<file path="src/rtl/mem_cmd_sequencer_if.sv">
// Command port and memory bus bundle for mem_cmd_sequencer.
// master = host issuing commands; slave = the sequencer driving the memory bus.
interface mem_cmd_sequencer_if #(
    parameter int DATA_W = 9,
    parameter int ADDR_W = 3
);
    logic              CMD_VALID;
    logic              CMD_READY;
    logic              CMD_WR;
    logic [ADDR_W-1:0] CMD_ADDR;
    logic [ADDR_W-1:0] CMD_ADDR2;
    logic [DATA_W-1:0] CMD_DATA;
    logic              WR;
    logic              RD;
    logic [ADDR_W-1:0] A1;
    logic [ADDR_W-1:0] A2;
    logic [DATA_W-1:0] D_OUT;
    logic              BUSY;
    logic              DONE;

    modport master (
        output CMD_VALID, CMD_WR, CMD_ADDR, CMD_ADDR2, CMD_DATA,
        input  CMD_READY, WR, RD, A1, A2, D_OUT, BUSY, DONE
    );

    modport slave (
        input  CMD_VALID, CMD_WR, CMD_ADDR, CMD_ADDR2, CMD_DATA,
        output CMD_READY, WR, RD, A1, A2, D_OUT, BUSY, DONE
    );
endinterface

</file>
<file path="src/rtl/mem_cmd_sequencer.sv">
// Initiator for the 9-bit display memory: queues read/write commands in a
// small FIFO and replays each as a SETUP / STROBE / HOLD bus cycle with
// active-low WR/RD strobes. All bus outputs come straight from flops.
module mem_cmd_sequencer #(
    parameter int DATA_W        = 9,
    parameter int ADDR_W        = 3,
    parameter int FIFO_DEPTH    = 4,
    parameter int STROBE_CYCLES = 1
) (
    input  logic                CLK,
    input  logic                RST,
    mem_cmd_sequencer_if.slave  bus
);
    localparam int PTR_W   = $clog2(FIFO_DEPTH);
    localparam int CNT_W   = PTR_W + 1;
    localparam int ENTRY_W = 1 + 2 * ADDR_W + DATA_W;

    typedef enum logic [1:0] {IDLE, SETUP, STROBE, HOLD} state_t;

    logic [ENTRY_W-1:0] fifo_q [FIFO_DEPTH];
    logic [ENTRY_W-1:0] fifo_d [FIFO_DEPTH];
    logic [PTR_W-1:0]   wr_ptr_q, wr_ptr_d;
    logic [PTR_W-1:0]   rd_ptr_q, rd_ptr_d;
    logic [CNT_W-1:0]   count_q, count_d;

    state_t             state_q, state_d;
    logic [3:0]         cnt_q, cnt_d;
    logic               cur_wr_q, cur_wr_d;
    logic               wr_n_q, wr_n_d;
    logic               rd_n_q, rd_n_d;
    logic               done_q, done_d;
    logic [ADDR_W-1:0]  a1_q, a1_d;
    logic [ADDR_W-1:0]  a2_q, a2_d;
    logic [DATA_W-1:0]  dout_q, dout_d;

    logic               full, empty, cmd_ready, push, pop;
    logic               head_wr;
    logic [ADDR_W-1:0]  head_addr, head_addr2;
    logic [DATA_W-1:0]  head_data;

    assign full      = (count_q == CNT_W'(FIFO_DEPTH));
    assign empty     = (count_q == '0);
    assign cmd_ready = ~full & ~RST;
    assign push      = bus.CMD_VALID & cmd_ready;
    assign {head_wr, head_addr, head_addr2, head_data} = fifo_q[rd_ptr_q];

    assign bus.CMD_READY = cmd_ready;
    assign bus.WR        = wr_n_q;
    assign bus.RD        = rd_n_q;
    assign bus.A1        = a1_q;
    assign bus.A2        = a2_q;
    assign bus.D_OUT     = dout_q;
    assign bus.DONE      = done_q;
    assign bus.BUSY      = (state_q != IDLE) | ~empty;

    // Bus-cycle sequencing; the bus registers are reloaded only when a command is popped
    always_comb begin
        state_d  = state_q;
        cnt_d    = cnt_q;
        cur_wr_d = cur_wr_q;
        wr_n_d   = 1'b1;
        rd_n_d   = 1'b1;
        done_d   = 1'b0;
        a1_d     = a1_q;
        a2_d     = a2_q;
        dout_d   = dout_q;
        pop      = 1'b0;
        case (state_q)
            IDLE: begin
                if (!empty) begin
                    pop     = 1'b1;
                    state_d = SETUP;
                end
            end
            SETUP: begin
                state_d = STROBE;
                cnt_d   = 4'(STROBE_CYCLES - 1);
                wr_n_d  = ~cur_wr_q;
                rd_n_d  = cur_wr_q;
            end
            STROBE: begin
                if (cnt_q == '0) begin
                    state_d = HOLD;
                    done_d  = 1'b1;
                end else begin
                    cnt_d  = cnt_q - 4'd1;
                    wr_n_d = ~cur_wr_q;
                    rd_n_d = cur_wr_q;
                end
            end
            HOLD: begin
                if (!empty) begin
                    pop     = 1'b1;
                    state_d = SETUP;
                end else begin
                    state_d = IDLE;
                end
            end
            default: state_d = IDLE;
        endcase
        if (pop) begin
            cur_wr_d = head_wr;
            a1_d     = head_addr;
            if (head_wr) dout_d = head_data;
            else         a2_d   = head_addr2;
        end
    end

    // Command FIFO bookkeeping; simultaneous push and pop leaves occupancy unchanged
    always_comb begin
        fifo_d   = fifo_q;
        wr_ptr_d = wr_ptr_q;
        rd_ptr_d = rd_ptr_q;
        count_d  = count_q;
        if (push) begin
            fifo_d[wr_ptr_q] = {bus.CMD_WR, bus.CMD_ADDR, bus.CMD_ADDR2, bus.CMD_DATA};
            wr_ptr_d         = wr_ptr_q + PTR_W'(1);
        end
        if (pop) rd_ptr_d = rd_ptr_q + PTR_W'(1);
        case ({push, pop})
            2'b10:   count_d = count_q + CNT_W'(1);
            2'b01:   count_d = count_q - CNT_W'(1);
            default: count_d = count_q;
        endcase
    end

    // Control and bus registers with synchronous reset; reset drops everything in flight
    always_ff @(posedge CLK) begin
        if (RST) begin
            state_q  <= IDLE;
            cnt_q    <= '0;
            cur_wr_q <= 1'b0;
            wr_n_q   <= 1'b1;
            rd_n_q   <= 1'b1;
            done_q   <= 1'b0;
            a1_q     <= '0;
            a2_q     <= '0;
            dout_q   <= '0;
            wr_ptr_q <= '0;
            rd_ptr_q <= '0;
            count_q  <= '0;
        end else begin
            state_q  <= state_d;
            cnt_q    <= cnt_d;
            cur_wr_q <= cur_wr_d;
            wr_n_q   <= wr_n_d;
            rd_n_q   <= rd_n_d;
            done_q   <= done_d;
            a1_q     <= a1_d;
            a2_q     <= a2_d;
            dout_q   <= dout_d;
            wr_ptr_q <= wr_ptr_d;
            rd_ptr_q <= rd_ptr_d;
            count_q  <= count_d;
        end
    end

    // FIFO storage needs no reset: pointers and count define what is valid
    always_ff @(posedge CLK) begin
        fifo_q <= fifo_d;
    end
endmodule

</file>
<file path="src/flat_wrapper.sv">
// flat-port wrapper written by rule: the top's interface ports become plain ports
module mem_cmd_sequencer_flat 
#(
    parameter int DATA_W        = 9,
    parameter int ADDR_W        = 3,
    parameter int FIFO_DEPTH    = 4,
    parameter int STROBE_CYCLES = 1
)
  (CLK, RST, bus_CMD_VALID, bus_CMD_WR, bus_CMD_ADDR, bus_CMD_ADDR2, bus_CMD_DATA, bus_CMD_READY, bus_WR, bus_RD, bus_A1, bus_A2, bus_D_OUT, bus_BUSY, bus_DONE);
  mem_cmd_sequencer_if #(.DATA_W(DATA_W), .ADDR_W(ADDR_W)) bus_i ();
  input  logic CLK;
  input  logic RST;
  input wire logic [$bits(bus_i.CMD_VALID)-1:0] bus_CMD_VALID;
  input wire logic [$bits(bus_i.CMD_WR)-1:0] bus_CMD_WR;
  input wire logic [$bits(bus_i.CMD_ADDR)-1:0] bus_CMD_ADDR;
  input wire logic [$bits(bus_i.CMD_ADDR2)-1:0] bus_CMD_ADDR2;
  input wire logic [$bits(bus_i.CMD_DATA)-1:0] bus_CMD_DATA;
  output wire logic [$bits(bus_i.CMD_READY)-1:0] bus_CMD_READY;
  output wire logic [$bits(bus_i.WR)-1:0] bus_WR;
  output wire logic [$bits(bus_i.RD)-1:0] bus_RD;
  output wire logic [$bits(bus_i.A1)-1:0] bus_A1;
  output wire logic [$bits(bus_i.A2)-1:0] bus_A2;
  output wire logic [$bits(bus_i.D_OUT)-1:0] bus_D_OUT;
  output wire logic [$bits(bus_i.BUSY)-1:0] bus_BUSY;
  output wire logic [$bits(bus_i.DONE)-1:0] bus_DONE;
  assign bus_i.CMD_VALID = bus_CMD_VALID;
  assign bus_i.CMD_WR = bus_CMD_WR;
  assign bus_i.CMD_ADDR = bus_CMD_ADDR;
  assign bus_i.CMD_ADDR2 = bus_CMD_ADDR2;
  assign bus_i.CMD_DATA = bus_CMD_DATA;
  assign bus_CMD_READY = bus_i.CMD_READY;
  assign bus_WR = bus_i.WR;
  assign bus_RD = bus_i.RD;
  assign bus_A1 = bus_i.A1;
  assign bus_A2 = bus_i.A2;
  assign bus_D_OUT = bus_i.D_OUT;
  assign bus_BUSY = bus_i.BUSY;
  assign bus_DONE = bus_i.DONE;
  mem_cmd_sequencer #(.DATA_W(DATA_W), .ADDR_W(ADDR_W), .FIFO_DEPTH(FIFO_DEPTH), .STROBE_CYCLES(STROBE_CYCLES)) u_core (.CLK(CLK), .RST(RST), .bus(bus_i));
endmodule
</file>
<file path="config.mk">
export PLATFORM = sky130hd
export DESIGN_NAME = mem_cmd_sequencer_flat
export DESIGN_NICKNAME = d
export VERILOG_FILES = /design/src/rtl/mem_cmd_sequencer_if.sv /design/src/rtl/mem_cmd_sequencer.sv /design/src/flat_wrapper.sv
export SDC_FILE = /design/constraint.sdc
export NUM_CORES = 1
export LEC_CHECK = 0
export BUFFER_PORTS_ARGS = -buffer_cell sky130_fd_sc_hd__buf_2
export CORE_MARGIN = 4
export CORE_UTILIZATION = 42
export DETAILED_ROUTE_END_ITERATION = 16
export PLACE_DENSITY = 0.6
export SYNTH_ARGS = -nofsm -noshare
export SYNTH_HDL_FRONTEND = slang
export SYNTH_SLANG_ARGS = --single-unit
export TNS_END_PERCENT = 20
</file>
<file path="constraint.sdc">
create_clock -name CLK -period 3.2 [get_ports CLK]
set_clock_uncertainty 0.2 [all_clocks]
set_input_delay 0.32 -clock CLK [delete_from_list [all_inputs] [get_ports CLK]]
set_output_delay 0.32 -clock CLK [all_outputs]
set_load 0.005 [all_outputs]
</file>
==> metrics <==
outcome=finished, final reports clean; commonest non-fill, non-tap cells in the layout=64 x edfxtp_1, 38 x buf_2, 32 x dfxtp_1; Synth top area share=50.3%; buffer and inverter count on the worst path=1; n_diodes=0; via count=2,088; IO Count=39; Max Cap Violations=0; Leak Pwr=approximately 1.7 nW; global-route wire length before repair=between 10 and 15 mm; cts bufs inserted=9; P&R area growth vs syn=18.0%; Die Span X=roughly 100 um; dpl ws=about 540 ps; RSZ-0062 raised after global routing=false; Final Cycle Share=a little over four fifths; CP delay by family, top=adder cells; Post-Syn Area per Cell=15.8 um2; crit path time final=2660 ps; Post-Syn Instances=between 200 and 250; Root Buffer Master=clkbuf_8; endpoints failing setup=0; post-CTS setup repair buffer count=0; H-tree depth=3; fmax=~0.38 GHz; share of cells above drive strength 1=24.5%; Post-Layout Cell Count=approximately 420; Initial Util=a little over two fifths; WP data arrival=around 2800 ps; Sequential Area=about 2600 um2; Post-Syn Area=around 3800 um2; number of routed nets with antenna violations=0; Nets=between 300 and 400; placed cells=between 300 and 400; CP required=3300 ps; DRC Markers=0; CTS Buffer Depth=2; Fill cells=770; Syn. warnings=0; Worst setup EP type=flip-flop; Main synth FF type=edfxtp_1; HPWL after DPL=slightly above 4 mm; area of the multi-input gates=between 1000 and 1500 um2; IO buf count=38; initial antenna violation count=0; clock slew at the register clock pins of the worst setup and hold paths=roughly 100 ps; vias in the first global route=2,047; via/cell ratio=5.00; top cells by area, synth=edfxtp_1 50%, dfxtp_1 17%, mux4_2 5.9%; core footprint=8760 um2; number of synthesized flops with an enable pin=64; post-synthesis register bit count=96; largest net degree at the start of global routing=35; worst-path maximum fanout=8; fin worst setup slack=roughly 540 ps; die area=10,700 um2; largest area contributor in the netlist=edfxtp_1; final hold violation count=0; worst vdd ir=279 uV; DRT Pass-1 Iters=4; net count after synthesis=about 270; DRT iter0 DRCs=between 40 and 50; CP Launch Type=flip-flop; setup TNS=0 ps; final slew viol count=0; final global-route overflow total=0; Worst-Margin Slew=approximately 500 ps; Synth cell types=34; worst path cell trace=inv_1 -> ha_1 -> nor2_1 -> ha_1 -> fa_1 -> xnor2_1 -> or3_1 -> a21oi_1; TritonCTS clock tree=done; Sink Count=96; Hold Crit Class=primary input to flip-flop; gp weighted congestion=slightly below 0.8; Top cell by count, worst path=ha_1; Crit-path slowest cell=ha_1; PwrDens=~750 nW/um2; Max stage delay on crit path=roughly 440 ps; DR WL/cell=between 15 and 20 um; most common cell after layout, fill and taps aside=edfxtp_1; total track usage=a little over an eighth; row count=34; clk_lat worst skew=approximately 360 ps; Die H=103 um; Crit Path Category=flip-flop to flip-flop; Max-slew headroom=approximately 67%; asr flop ratio synth=0%; WL final=roughly 6.5 mm; register area share after synthesis=between 60 and 70%
## synthesized netlist by cell type, drive strengths merged, types with 3 or more instances
library cell and n:
nor3 3, nor2 22, or3 5, clkbuf 4, inv 10, ha 12, o21ai 8, a21oi 14
mux2i 14, dfxtp 32, mux4 16, nand2 8, and2 5, buf 5, xnor2 3, edfxtp 64
## through the flow
stage	instance area [um2]	hold slack (ps)	power, mW	util (%)
2_1_floorplan	3820	219	2.33	-
3_3_place_gp	4150	265	2.59	47.3
3_5_place_dp	4150	267	2.61	47.3
5_1_grt	4500	116	3.60	51.4
4_1_cts	4500	85.8	3.41	51.4
6_report	4500	104	3.36	51.4
## path summary, 6_finish.rpt
| kind | endpoint | cells after the start | slack (ps) | start |
|---|---|---|---|---|
| hold reg to reg | u_core.cnt_q[1] | 2 | 280 | u_core.cnt_q[1] |
| hold / removal | u_core.wr_ptr_q[1] | 4 | 100 | RST |
| setup / recovery | u_core.count_q[2] | 8 | 540 | u_core.state_q[1] |
| setup reg to reg | u_core.count_q[2] | 8 | 540 | u_core.state_q[1] |
## metal layers
metal  routed length [um]  up-vias  global-route usage, %
met3                  249        7                   3.69
met2                 3270       28                   21.9
met1                 2840     1029                   16.6
met4                  103        0                   4.78
li1                     -     1024                      -
met5                    0        -                      0
## logic make-up after synthesis
group	share of synthesized area, %
and+or+nand+nor	7.31
DFF	67.1
adders and majority gates	4.46
buffers and inverters	2.43
muxes	13.7
xor gates and xnor gates	1.15
AOI/OAI and AO/OA	3.83
## flip-flops by register name, indices dropped and copies added (netlist names)
name              flops
u_core.wr_ptr_q       2
u_core.fifo_q        64
u_core.bus.WR         1
u_core.state_q        2
u_core.rd_ptr_q       2
u_core.cur_wr_q       1
u_core.bus.A1         3
u_core.bus.D_OUT      9
u_core.bus.DONE       1
u_core.cnt_q          4
u_core.bus.A2         3
u_core.count_q        3
u_core.bus.RD         1
## what timing repair did
action,CTS,global route
hold endpoints to repair,64,0
resized for setup,0,0
hold buffers,16,0
setup endpoints to repair,0,0
## where the power goes
part | leakage, nW | total (mW) | internal (mW) | switching [mW]
Sequential | 0.842 | 1.57 | 1.48 | 0.0880
Combinational | 0.744 | 1.01 | 0.475 | 0.536
Clock | 0.0986 | 0.782 | 0.367 | 0.414
## tightest hold or removal path: stages
cell and delay [ps]:
buf_2 100, a211oi_2 70, nand2_1 70, o31ai_1 60
## layout make-up
cell class	instances	share of cell area, %
inverters	10	0.834
multi-input cells	126	25.8
well taps	108	3.00
clock buffers	10	2.83
repair buffers	62	9.11
clock inverters	6	1.50
flip-flops and latches	96	56.9
Power figures use the tool's default switching activity.
